**src/rtl/watch_mode_ctrl_if.sv**
```systemverilog
// Button, handshake and display bundle between the watch front panel,
// the mode controller and the downstream clock block.
interface watch_mode_ctrl_if;
  logic       mode_btn;
  logic       set_btn;
  logic       setting_done;
  logic       mode_pulse;
  logic       set_pulse;
  logic       normal_mode_en;
  logic       setting_mode_en;
  logic       alarm_mode_en;
  logic       stopwatch_mode_en;
  logic       sw_running;
  logic [2:0] sw_tens_min;
  logic [3:0] sw_units_min;
  logic [2:0] sw_tens_sec;
  logic [3:0] sw_units_sec;

  // Panel / clock-block side: supplies buttons and setting_done.
  modport master (
    output mode_btn, set_btn, setting_done,
    input  mode_pulse, set_pulse, normal_mode_en, setting_mode_en,
           alarm_mode_en, stopwatch_mode_en, sw_running,
           sw_tens_min, sw_units_min, sw_tens_sec, sw_units_sec
  );

  // Mode controller side.
  modport slave (
    input  mode_btn, set_btn, setting_done,
    output mode_pulse, set_pulse, normal_mode_en, setting_mode_en,
           alarm_mode_en, stopwatch_mode_en, sw_running,
           sw_tens_min, sw_units_min, sw_tens_sec, sw_units_sec
  );
endinterface

```
**src/rtl/watch_mode_ctrl.sv**
```systemverilog
// Watch mode controller: button edge detection, NORMAL/SET_TIME/SET_ALARM/
// STOPWATCH sequencing with the clock block's setting_done handshake, and
// the BCD MM:SS stopwatch counter.
module watch_mode_ctrl #(
  parameter int unsigned SW_MAX_MIN = 59
) (
  input  logic              clk,
  input  logic              rst,
  watch_mode_ctrl_if.slave  bus
);

  localparam logic [1:0] ST_NORMAL    = 2'd0;
  localparam logic [1:0] ST_SET_TIME  = 2'd1;
  localparam logic [1:0] ST_SET_ALARM = 2'd2;
  localparam logic [1:0] ST_STOPWATCH = 2'd3;

  localparam logic [2:0] MAX_TENS_MIN  = 3'(SW_MAX_MIN / 10);
  localparam logic [3:0] MAX_UNITS_MIN = 4'(SW_MAX_MIN % 10);

  logic       armed_q;
  logic       mode_q, set_q;
  logic       mode_pulse_q, set_pulse_q;
  logic [1:0] state_q, state_d;
  logic       mask_q;
  logic       normal_en_q, setting_en_q, alarm_en_q, stopwatch_en_q;
  logic       sw_running_q, sw_running_d;
  logic [2:0] tens_min_q, tens_min_d, tens_sec_q, tens_sec_d;
  logic [3:0] units_min_q, units_min_d, units_sec_q, units_sec_d;
  logic [2:0] inc_tens_min, inc_tens_sec;
  logic [3:0] inc_units_min, inc_units_sec;

  // Button history and rising-edge pulses; the first clock after reset only
  // loads the history so a button held through reset never pulses.
  always_ff @(posedge clk or negedge rst) begin
    if (!rst) begin
      armed_q      <= 1'b0;
      mode_q       <= 1'b0;
      set_q        <= 1'b0;
      mode_pulse_q <= 1'b0;
      set_pulse_q  <= 1'b0;
    end else begin
      armed_q      <= 1'b1;
      mode_q       <= bus.mode_btn;
      set_q        <= bus.set_btn;
      mode_pulse_q <= armed_q & bus.mode_btn & ~mode_q;
      set_pulse_q  <= armed_q & bus.set_btn & ~set_q;
    end
  end

  // Mode sequencing; setting_done is ignored on the masked first cycle of
  // an entry state because it is still high from the previous pass.
  always_comb begin
    state_d = state_q;
    if (mode_pulse_q) begin
      case (state_q)
        ST_NORMAL:    state_d = ST_SET_TIME;
        ST_SET_TIME:  if (bus.setting_done && !mask_q) state_d = ST_SET_ALARM;
        ST_SET_ALARM: if (bus.setting_done && !mask_q) state_d = ST_STOPWATCH;
        default:      state_d = ST_NORMAL;
      endcase
    end
  end

  // State, entry mask and enables; enables decode the next state so they
  // change on the same edge as the state.
  always_ff @(posedge clk or negedge rst) begin
    if (!rst) begin
      state_q        <= ST_NORMAL;
      mask_q         <= 1'b0;
      normal_en_q    <= 1'b1;
      setting_en_q   <= 1'b0;
      alarm_en_q     <= 1'b0;
      stopwatch_en_q <= 1'b0;
    end else begin
      state_q        <= state_d;
      mask_q         <= (state_d != state_q) &&
                        ((state_d == ST_SET_TIME) || (state_d == ST_SET_ALARM));
      normal_en_q    <= (state_d == ST_NORMAL) || (state_d == ST_STOPWATCH);
      setting_en_q   <= (state_d == ST_SET_TIME);
      alarm_en_q     <= (state_d == ST_SET_ALARM);
      stopwatch_en_q <= (state_d == ST_STOPWATCH);
    end
  end

  // One-second BCD increment with wrap to 00:00 after SW_MAX_MIN:59.
  always_comb begin
    inc_units_sec = units_sec_q + 4'd1;
    inc_tens_sec  = tens_sec_q;
    inc_units_min = units_min_q;
    inc_tens_min  = tens_min_q;
    if (units_sec_q == 4'd9) begin
      inc_units_sec = 4'd0;
      inc_tens_sec  = tens_sec_q + 3'd1;
      if (tens_sec_q == 3'd5) begin
        inc_tens_sec  = 3'd0;
        inc_units_min = units_min_q + 4'd1;
        if (units_min_q == 4'd9) begin
          inc_units_min = 4'd0;
          inc_tens_min  = tens_min_q + 3'd1;
        end
        if ((tens_min_q == MAX_TENS_MIN) && (units_min_q == MAX_UNITS_MIN)) begin
          inc_units_min = 4'd0;
          inc_tens_min  = 3'd0;
        end
      end
    end
  end

  // Stopwatch control: clear on entry, set toggles run/stop while staying,
  // running counts every cycle, leaving stops it and the digits freeze.
  always_comb begin
    sw_running_d = sw_running_q;
    tens_min_d   = tens_min_q;
    units_min_d  = units_min_q;
    tens_sec_d   = tens_sec_q;
    units_sec_d  = units_sec_q;
    if (sw_running_q) begin
      tens_min_d  = inc_tens_min;
      units_min_d = inc_units_min;
      tens_sec_d  = inc_tens_sec;
      units_sec_d = inc_units_sec;
    end
    if (state_d == ST_STOPWATCH && state_q != ST_STOPWATCH) begin
      sw_running_d = 1'b0;
      tens_min_d   = 3'd0;
      units_min_d  = 4'd0;
      tens_sec_d   = 3'd0;
      units_sec_d  = 4'd0;
    end else if (state_d != ST_STOPWATCH) begin
      sw_running_d = 1'b0;
    end else if (set_pulse_q && !mode_pulse_q) begin
      sw_running_d = ~sw_running_q;
    end
  end

  // Stopwatch registers.
  always_ff @(posedge clk or negedge rst) begin
    if (!rst) begin
      sw_running_q <= 1'b0;
      tens_min_q   <= 3'd0;
      units_min_q  <= 4'd0;
      tens_sec_q   <= 3'd0;
      units_sec_q  <= 4'd0;
    end else begin
      sw_running_q <= sw_running_d;
      tens_min_q   <= tens_min_d;
      units_min_q  <= units_min_d;
      tens_sec_q   <= tens_sec_d;
      units_sec_q  <= units_sec_d;
    end
  end

  assign bus.mode_pulse        = mode_pulse_q;
  assign bus.set_pulse         = set_pulse_q;
  assign bus.normal_mode_en    = normal_en_q;
  assign bus.setting_mode_en   = setting_en_q;
  assign bus.alarm_mode_en     = alarm_en_q;
  assign bus.stopwatch_mode_en = stopwatch_en_q;
  assign bus.sw_running        = sw_running_q;
  assign bus.sw_tens_min       = tens_min_q;
  assign bus.sw_units_min      = units_min_q;
  assign bus.sw_tens_sec       = tens_sec_q;
  assign bus.sw_units_sec      = units_sec_q;

endmodule

```
**src/flat_wrapper.sv**
```systemverilog
// flat-port wrapper written by rule: the top's interface ports become plain ports
module watch_mode_ctrl_flat 
#(
  parameter int unsigned SW_MAX_MIN = 59
)
  (clk, rst, bus_mode_btn, bus_set_btn, bus_setting_done, bus_mode_pulse, bus_set_pulse, bus_normal_mode_en, bus_setting_mode_en, bus_alarm_mode_en, bus_stopwatch_mode_en, bus_sw_running, bus_sw_tens_min, bus_sw_units_min, bus_sw_tens_sec, bus_sw_units_sec);
  watch_mode_ctrl_if bus_i ();
  input  logic clk;
  input  logic rst;
  input wire logic [$bits(bus_i.mode_btn)-1:0] bus_mode_btn;
  input wire logic [$bits(bus_i.set_btn)-1:0] bus_set_btn;
  input wire logic [$bits(bus_i.setting_done)-1:0] bus_setting_done;
  output wire logic [$bits(bus_i.mode_pulse)-1:0] bus_mode_pulse;
  output wire logic [$bits(bus_i.set_pulse)-1:0] bus_set_pulse;
  output wire logic [$bits(bus_i.normal_mode_en)-1:0] bus_normal_mode_en;
  output wire logic [$bits(bus_i.setting_mode_en)-1:0] bus_setting_mode_en;
  output wire logic [$bits(bus_i.alarm_mode_en)-1:0] bus_alarm_mode_en;
  output wire logic [$bits(bus_i.stopwatch_mode_en)-1:0] bus_stopwatch_mode_en;
  output wire logic [$bits(bus_i.sw_running)-1:0] bus_sw_running;
  output wire logic [$bits(bus_i.sw_tens_min)-1:0] bus_sw_tens_min;
  output wire logic [$bits(bus_i.sw_units_min)-1:0] bus_sw_units_min;
  output wire logic [$bits(bus_i.sw_tens_sec)-1:0] bus_sw_tens_sec;
  output wire logic [$bits(bus_i.sw_units_sec)-1:0] bus_sw_units_sec;
  assign bus_i.mode_btn = bus_mode_btn;
  assign bus_i.set_btn = bus_set_btn;
  assign bus_i.setting_done = bus_setting_done;
  assign bus_mode_pulse = bus_i.mode_pulse;
  assign bus_set_pulse = bus_i.set_pulse;
  assign bus_normal_mode_en = bus_i.normal_mode_en;
  assign bus_setting_mode_en = bus_i.setting_mode_en;
  assign bus_alarm_mode_en = bus_i.alarm_mode_en;
  assign bus_stopwatch_mode_en = bus_i.stopwatch_mode_en;
  assign bus_sw_running = bus_i.sw_running;
  assign bus_sw_tens_min = bus_i.sw_tens_min;
  assign bus_sw_units_min = bus_i.sw_units_min;
  assign bus_sw_tens_sec = bus_i.sw_tens_sec;
  assign bus_sw_units_sec = bus_i.sw_units_sec;
  watch_mode_ctrl #(.SW_MAX_MIN(SW_MAX_MIN)) u_core (.clk(clk), .rst(rst), .bus(bus_i));
endmodule
```
**config.mk**
```make
export PLATFORM = sky130hd
export DESIGN_NAME = watch_mode_ctrl_flat
export DESIGN_NICKNAME = d
export VERILOG_FILES = /design/src/rtl/watch_mode_ctrl_if.sv /design/src/rtl/watch_mode_ctrl.sv /design/src/flat_wrapper.sv
export SDC_FILE = /design/constraint.sdc
export NUM_CORES = 1
export LEC_CHECK = 0
export BUFFER_PORTS_ARGS = -buffer_cell sky130_fd_sc_hd__buf_2
export CORE_MARGIN = 8
export CORE_UTILIZATION = 50
export DETAILED_ROUTE_END_ITERATION = 8
export HOLD_SLACK_MARGIN = 0.06
export PLACE_DENSITY = 0.7
export SETUP_SLACK_MARGIN = 0.05
export SYNTH_ARGS = -nofsm -noshare
export SYNTH_HDL_FRONTEND = slang
export SYNTH_SLANG_ARGS = --single-unit
export TNS_END_PERCENT = 5
```
**constraint.sdc**
```tcl
create_clock -name clk -period 4.3 [get_ports clk]
set_input_delay 0.43 -clock clk [delete_from_list [all_inputs] [get_ports clk]]
set_output_delay 0.43 -clock clk [all_outputs]
set_load 0.005 [all_outputs]
```
Word level (Yosys, flattened, before mapping)
Cells that the tools add are included.

Logic and storage cells: 84. Memory bits (writable): 0. Memory bits (read-only): 0. Output and inout bits: 21. Latch bits: 0. Input port bits: 5. Bits in registers: 27. Memories kept: 0.

Bitwise gates (word level): 7. Equal/unequal tests: 12. $add $sub $neg: 4. Shift-type cells: 0. Div/mod/pow operators: 0. Multiply operators: 0. Muxes and demuxes: 26. Reductions and logical operators: 19. Magnitude comparators: 0.

Operator list (count): $mux 4 (9); $mux 3 (10); $add 4x1->4 const B (2); $eq 4x4->1 const B (2); $add 3x1->3 const B (2); $eq 2x2->1 const B (3); $eq 3x3->1 const B (2); $mux 2 (3); $pmux 2 s3 (1); $reduce_bool 2->1 (3); $reduce_bool 3->1 (2); $logic_and 1x1->1 (5); $and 1x1->1 (4); $eq 2x1->1 const B (2); $logic_not 2->1 (2); $ne 2x2->1 const B (2); $reduce_and 4->1 (1); $mux 1 (3); $not 1->1 (3); $reduce_and 3->1 (1); $logic_not 1->1 (2); $logic_or 1x1->1 (2); $ne 2x2->1 (1); $reduce_and 2->1 (1).

Depth between registers and ports, before layout
Gate-level depths: netlist (run 1).

Word-level depth: 9. Gate-level depth with buffers: 10. Mapped depth without buffers: 9.

Least setup slack after synthesis (run 1)
Ideal clock, no wire load.

Path type: flip-flop to flip-flop. Start point: reg u_core.mask_q. End point: reg u_core.tens_sec_q[1], in the netlist u_core.bus.sw_tens_sec[1]. Required time: 4.182 ns. Setup time: 0.118 ns. Buffers on the path: 0. Cell stages (with the launch flop): 10. Slack: 2.388 ns. Arrival: 1.794 ns. Period minus slack after synthesis: 1.912 ns. Cells stage by stage: dfrtp_1 > nand2b_1 > nand2_1 > nand2_1 > o21ai_0 > ha_1 > a21boi_4 > o211a_1 > mux2i_1 > nor2_1.

Cells in the longest elaborated chain, start to end: 9. Elaborated cells on any way between the ends: 12. Those cells by class: eq/ne (1); mux (5); reduce/logical (6).

RTL lines: start: declaration (RTL line watch_mode_ctrl.sv:24) `logic mask_q;`; start signal: assignment (RTL line watch_mode_ctrl.sv:76) `mask_q <= (state_d != state_q) &&`; $logic_not 1->1 (*) (RTL line watch_mode_ctrl.sv:57, watch_mode_ctrl.sv:58); $logic_and 1x1->1 (*) (RTL line watch_mode_ctrl.sv:57, watch_mode_ctrl.sv:58); $mux 2, on equally long branches (RTL line watch_mode_ctrl.sv:58, watch_mode_ctrl.sv:57); $pmux 2 s3 (*) (RTL line watch_mode_ctrl.sv:55) `case (state_q)`; $mux 2 (*) (RTL line watch_mode_ctrl.sv:54) `if (mode_pulse_q) begin`; named net u_core.state_d[0] (RTL line watch_mode_ctrl.sv:23) `logic [1:0] state_q, state_d;`; $eq 2x2->1 (*) (RTL line watch_mode_ctrl.sv:123) `if (state_d == ST_STOPWATCH && state_q != ST_STOPWATCH) begin`; $logic_and 1x1->1 (*) (RTL line watch_mode_ctrl.sv:123); $reduce_bool 2->1 (no source line); $reduce_and 2->1 (no source line); end signal: assignment (RTL line watch_mode_ctrl.sv:148) `tens_sec_q <= tens_sec_d;`; end: declaration (RTL line watch_mode_ctrl.sv:27) `logic [2:0] tens_min_q, tens_min_d, tens_sec_q, tens_sec_d;`.

The timed path passes the listed nets; every way through them passes the cells marked *. A chain may end at the register's enable or synchronous reset.

Worst setup path after layout (run 1)
Start point: reg u_core.mask_q. End point: reg u_core.units_min_q[3], in the netlist u_core.bus.sw_units_min[3].

Cells in the longest elaborated chain, start to end: 9. Elaborated cells on any way between the ends: 13. Those cells by class: eq/ne (1); mux (5); reduce/logical (7).

RTL lines: $logic_not 1->1 (*) (RTL line watch_mode_ctrl.sv:57, watch_mode_ctrl.sv:58); $logic_and 1x1->1 (*) (RTL line watch_mode_ctrl.sv:57, watch_mode_ctrl.sv:58); $mux 2, on equally long branches (RTL line watch_mode_ctrl.sv:58, watch_mode_ctrl.sv:57); $pmux 2 s3 (*) (RTL line watch_mode_ctrl.sv:55); $mux 2 (*) (RTL line watch_mode_ctrl.sv:54); named net u_core.state_d[0] (RTL line watch_mode_ctrl.sv:23); $eq 2x2->1 (*) (RTL line watch_mode_ctrl.sv:123); $logic_and 1x1->1 (*) (RTL line watch_mode_ctrl.sv:123); $reduce_bool 2->1 (no source line); $reduce_and 3->1 (no source line); end signal: assignment (RTL line watch_mode_ctrl.sv:147) `units_min_q <= units_min_d;`; end: declaration (RTL line watch_mode_ctrl.sv:28) `logic [3:0] units_min_q, units_min_d, units_sec_q, units_sec_d;`.

Marked as above.

==> metrics, run 1 <==
run status complete, no violations; EDFF count, synth 0; Clk network pwr share 15.9%; final hold vios 0; Synth-to-Final Area Change 10.9%; fmax 411 MHz; Pint 444 uW; drt drc 0; row cnt 18; clk slew on worst S/H paths 0.15 ns; final wirelength 2400 microns; Power per Cell Area 466 nW/um^2; drt pass-1 iters 4; Vert. Die Dim 67.8 microns; Synth area leader dfrtp_1; Port-buffer cells 25; ys async rst share 100%; post-DP HPWL 1840 microns; CTS tree done; starting density of the core 53.2%; Yosys warning count 0; Slowest cell on crit path a21boi_4; DR vias 939; count leader, synth dfrtp_1; antenna violations before repair 0; Crit path largest cell delay 0.44 ns; # IOs 26; Final ANT Viol Nets 0; setup_tns 0 ns; Net Sw Frac 36.0%; Unique masters post-synth 37; Final Skew 0.00858 ns; clock sink count 27; Antenna diodes 0; CP bufs+invs 0; routed vias/inst 5.28; most used cell, CP nand2_1; final hold slack 0.0830 ns; synth cell count leaders dfrtp_1, nand2_1, nor2_1; htree depth 1; fin crit period 2.43 ns; Worst EP required 4.53 ns; sw power 250 uW; cts bufs inserted 3; Synth Register Bits 27; Slew HR 61.1%; slew at the pin closest to its max-slew limit 0.583 ns; Gate power share 32.2%; Primary FF master, synth dfrtp_1; layout cells sized above 1 24.3%; WL per Instance 13.5 microns; Clk Latency, worst-skew pair 0.32 ns; Synth Cell Area 1340 sq um; Max IR drop VDD 0.321 mV; Tot GR Track Use 11.5%; Cells after Synth 124; Final Cell Area 1490 sq um; die width 67.8 microns; Max Cap Viol 0; sequential fraction of the synthesis area 50.4%; gr ovfl total 0; WP data arrival 2.67 ns; Final period util 56.6%; placed cell area 1460 sq um; Mapped Nets 138; gpl congestion 0.778; clk root buf clkbuf_4; fin nets 163; number of global-route vias before repair 948; Reg power frac 51.9%; Critical Path End Type flip-flop; Worst Path Class, Setup reg -> reg; RSZ-0062 raised after global routing false; cell breakdown of the critical path nand2b_1 -> nand2_1 -> nand2_1 -> o21ai_0 -> ha_1 -> a21boi_4 -> a21oi_2 -> nand2b_4 -> o31ai_1; final setup violation count 0; leakage 0.778 nW; full die area 4600 sq um; Yosys top cell area share 48.5%; first-pass GRT wire length 4090 microns; max-slew violation count 0; Post-CTS Resized 0; Post-CTS Setup Bufs 0; largest net degree at the start of global routing 28; startpoint types flip-flop; CP max FO 17; clock tree buffer depth 2; core area 2520 sq um; Initial DRC Count 46; Synth area leaders dfrtp_1, ha_1, nand2_1; Crit path max-delay family compound AO/OA/AOI/OAI gates; cts hold-fix bufs 0; average cell area after synthesis 10.8 sq um; Worst Hold Class in -> async
==> layout make-up <==
cell class	count	area, sq um
Sequential cell	27	677
Inverter	5	18.8
Tap cell	30	37.5
Clock buffer	3	22.5
Fill cell	222	1030
Timing Repair Buffer	25	125
Clock inverter	1	7.51
Multi-Input combinational cell	87	601
==> per-stage QoR <==
stage | cells | util [%] | power [mW] | worst slack, ns
after CTS | 178 | 59.0 | 0.705 | 1.85
after detailed placement | 174 | 57.8 | 0.594 | 1.80
after floorplan | 124 | - | 0.532 | 2.39
final | 178 | 59.0 | 0.694 | 1.87
after global routing | 178 | 59.0 | 0.749 | 1.65
after global placement | 174 | 57.8 | 0.580 | 1.95
==> worst reg2reg max path: stages, from the launching register on <==
cell and delay [ns]:
dfrtp_1 0.40, nand2b_1 0.17, nand2_1 0.08, nand2_1 0.06
o21ai_0 0.31, ha_1 0.26, a21boi_4 0.44, a21oi_2 0.18
nand2b_4 0.20, o31ai_1 0.23
==> sequential cells by signal, summed over array words and instances, names as in the netlist <==
register,count
u_core.bus.setting_mode_en,1
u_core.bus.sw_running,1
u_core.bus.sw_units_min,4
u_core.bus.set_pulse,1
u_core.mask_q,1
u_core.bus.sw_tens_min,3
u_core.bus.mode_pulse,1
u_core.armed_q,1
u_core.set_q,1
u_core.state_q,2
u_core.bus.alarm_mode_en,1
u_core.bus.sw_units_sec,4
u_core.mode_q,1
u_core.bus.sw_tens_sec,3
u_core.bus.stopwatch_mode_en,1
u_core.bus.normal_mode_en,1
==> cells by family after synthesis <==
family | synth area share, %
other cells | 0.279
buf+inv | 4.85
compound gates | 14.0
mux | 1.49
simple gates | 18.0
flops | 50.4
xor+xnor | 2.61
fa+ha+maj | 8.39
==> worst paths after layout <==
path | startpoint | endpoint | slack, ns | cells after the start
worst max-delay path | u_core.mask_q$_DFF_PN0_ | u_core.bus.sw_units_min[3]$_DFFE_PN0P_ | 1.87 | 9
worst min-delay path | rst | u_core.bus.stopwatch_mode_en$_DFF_PN0_ | 0.08 | 1
worst max register to register | u_core.mask_q$_DFF_PN0_ | u_core.bus.sw_units_min[3]$_DFFE_PN0P_ | 1.87 | 9
worst min register to register | u_core.mode_q$_DFF_PN0_ | u_core.bus.mode_pulse$_DFF_PN0_ | 0.40 | 1
max in group asynchronous | rst | u_core.bus.sw_units_sec[0]$_DFFE_PN0P_ | 3.83 | 1
min in group clk | bus_set_btn | u_core.set_q$_DFF_PN0_ | 0.21 | 1
==> power groups by stage <==
stage	clock network (mW)	registers [mW]	logic, mW
2_1_floorplan	0	0.346	0.187
3_3_place_gp	0	0.362	0.218
3_5_place_dp	0	0.366	0.228
4_1_cts	0.115	0.361	0.229
5_1_grt	0.125	0.371	0.253
6_report	0.110	0.360	0.223
==> layout by cell type (no fill, tap or decap) <==
cell,synthesis,routed
a211oi_1,1,1
a21boi_4,1,1
a21o_1,1,1
a21oi_1,3,3
a21oi_2,1,1
and2b_1,1,1
and3b_1,2,2
and4b_1,1,1
buf_2,1,25
clkbuf_4,0,3
clkinvlp_4,0,1
conb_1,1,1
dfrtp_1,26,26
dfstp_2,1,1
ha_1,9,9
inv_1,5,5
mux2i_1,2,2
nand2_1,13,13
nand2b_1,3,3
nand2b_4,1,1
nand3_1,3,3
nand3b_1,1,1
nand3b_4,1,1
nor2_1,12,12
nor2b_1,3,3
nor3_1,1,1
nor3b_1,1,1
o211a_1,1,1
o21a_1,1,1
o21ai_0,7,7
o21ai_1,6,6
o31ai_1,3,3
o32ai_1,1,1
o41ai_2,1,1
or2_2,1,1
xnor2_1,2,2
xor2_1,2,2
==> layer usage <==
metal	vias up	GRT usage, %	part of all wire (%)
li1	470	-	-
met1	451	12.9	43
met2	16	20.0	50
met3	2	2.78	6.1
met4	0	5.63	0.71
met5	-	0	0
Note: power is estimated with default switching activity, not from simulation.
==> run 2, diff against run 1 <==
--- a/config.mk
+++ b/config.mk
@@ -7,10 +7,10 @@
 export LEC_CHECK = 0
 export BUFFER_PORTS_ARGS = -buffer_cell sky130_fd_sc_hd__buf_2
 export CORE_MARGIN = 8
-export CORE_UTILIZATION = 50
+export CORE_UTILIZATION = 48
 export DETAILED_ROUTE_END_ITERATION = 8
 export HOLD_SLACK_MARGIN = 0.06
-export PLACE_DENSITY = 0.7
+export PLACE_DENSITY = 0.71
 export SETUP_SLACK_MARGIN = 0.05
 export SYNTH_ARGS = -nofsm -noshare
 export SYNTH_HDL_FRONTEND = slang
==> constraint.sdc (replaced) <==
create_clock -name clk -period 2.2 [get_ports clk]
set_input_delay 0.22 -clock clk [delete_from_list [all_inputs] [get_ports clk]]
set_output_delay 0.22 -clock clk [all_outputs]
set_load 0.005 [all_outputs]
==> metrics, run 2 (synthesized netlist as in run 1, its figures left out) <==
starting density of the core 49.5%; die width 68.9 microns; Worst Hold Class in -> reg; clk root buf clkbuf_4; fin crit period 2.05 ns; row cnt 19; RSZ-0062 raised after global routing false; fmax 489 MHz; RR Endpoint u_core.bus.sw_units_min[2]$_DFFE_PN0P_; gr ovfl total 0; Tot GR Track Use 12.3%; Final Cell Area 1630 sq um; Antenna diodes 0; Layout Cells excl Fill 191; max-slew violation count 0; reg-to-reg startpoint u_core.state_q[0]$_DFF_PN0_; # IOs 26; clock sink count 27; R2R cell count 10; largest net degree at the start of global routing 28; Max Cap Viol 0; CP endpoint u_core.bus.sw_units_min[2]$_DFFE_PN0P_; final setup violation count 0; WP data arrival 2.27 ns; Vert. Die Dim 68.9 microns; Power per Cell Area 941 nW/um^2; core area 2710 sq um; DR vias 1011; WL per Instance 14.4 microns; cts bufs inserted 3; Clk network pwr share 15.1%; clk slew on worst S/H paths 0.16 ns; total power 1.53 mW; Pint 980 uW; CTS tree done; CP max FO 7; placed cell area 1480 sq um; dpl cells 178; Slew HR 60.7%; Net Sw Frac 36.1%; htree depth 1; leakage 0.847 nW; drt drc 0; Gate power share 38.9%; final hold vios 0; layout cells sized above 1 32.5%; setup_tns 0 ns; Worst EP required 2.43 ns; most frequent cells in the layout buf_2, dfrtp_1, nor2_1; clock tree buffer depth 2; first-pass GRT wire length 4410 microns; final wirelength 2750 microns; antenna violations before repair 0; Reg power frac 46.0%; Critical Path End Type flip-flop; Final Skew 0.0158 ns; sw power 554 uW; pre-CTS setup slack -0.0344 ns; full die area 4750 sq um; post-DP HPWL 1930 microns; Worst Hold Launch bus_setting_done; routed vias/inst 5.29; Final ANT Viol Nets 0; Port-buffer cells 25; Max IR drop VDD 0.635 mV; startpoint types flip-flop; CP startpoint u_core.state_q[0]$_DFF_PN0_; Final period util 93.0%; fin nets 175; Synth-to-Final Area Change 21.3%; setup slack after layout 0.154 ns; Initial DRC Count 52; gpl congestion 0.745; Clk Latency, worst-skew pair 0.34 ns; Worst Path Class, Setup reg -> reg; run status complete, no violations; number of global-route vias before repair 1014; slew at the pin closest to its max-slew limit 0.590 ns; r2r setup slk 0.15 ns; drt pass-1 iters 4
-- run 2: layer usage --
layer	global-route usage, %	wire length (microns)	vias to the layer above	part of all wire [%]
li1	-	-	494	-
met3	4.68	208	6	7.6
met5	0	0	-	0
met4	5.26	51	0	1.9
met2	21.9	1420	28	52
met1	12.6	1070	483	39
-- run 2: repair_timing --
action                                  CTS  global route
pin swaps                                 0             3
resized for setup                         2             9
hold buffers                              3             0
endpoints found under the setup margin   12            13
setup buffers                             3             3
hold endpoints to repair                 28             0
-- run 2: final cells by class --
class	instances	area, sq um
inverter	5	18.8
clock buffer	3	22.5
multi-input combinational	87	632
tap	31	38.8
fill	235	1080
timing repair buffer	37	230
clock inverter	1	8.76
sequential	27	678
-- run 2: worst min path at each step --
stage	cells past startpoint	to	slack (ns)
after global placement	1	u_core.bus.sw_tens_min[1]$_DFFE_PN0P_	0.26
after global routing	3	u_core.mask_q$_DFF_PN0_	0.14
after CTS	3	u_core.mask_q$_DFF_PN0_	0.19
final	3	u_core.mask_q$_DFF_PN0_	0.15
after floorplan	0	u_core.armed_q$_DFF_PN0_	-0.08
after detailed placement	1	u_core.bus.sw_tens_min[1]$_DFFE_PN0P_	0.27
-- run 2: stage by stage --
stage                     hold slack [ns]  utilization (%)
after floorplan                   -0.0756                -
after global placement              0.257             54.7
after CTS                           0.192             57.8
final                               0.150             60.1
after global routing                0.142             60.1
after detailed placement            0.268             54.7
-- run 2: critical path, stage by stage, from the launching register on --
cell	delay (ns)
dfrtp_2	0.49
nand2_1	0.12
nor3_2	0.16
a21o_1	0.15
ha_2	0.20
a21boi_4	0.29
buf_6	0.15
buf_4	0.10
nor2_1	0.03
o21ai_1	0.14
o21ai_1	0.08
-- run 2: power by group through the flow --
| stage | Clock [mW] | Sequential, mW | Combinational, mW |
|---|---|---|---|
| floorplan | 0 | 0.676 | 0.365 |
| detailed placement | 0 | 0.706 | 0.498 |
| global placement | 0 | 0.698 | 0.475 |
| finish | 0.232 | 0.705 | 0.597 |
| CTS | 0.234 | 0.699 | 0.533 |
| global route | 0.253 | 0.725 | 0.665 |
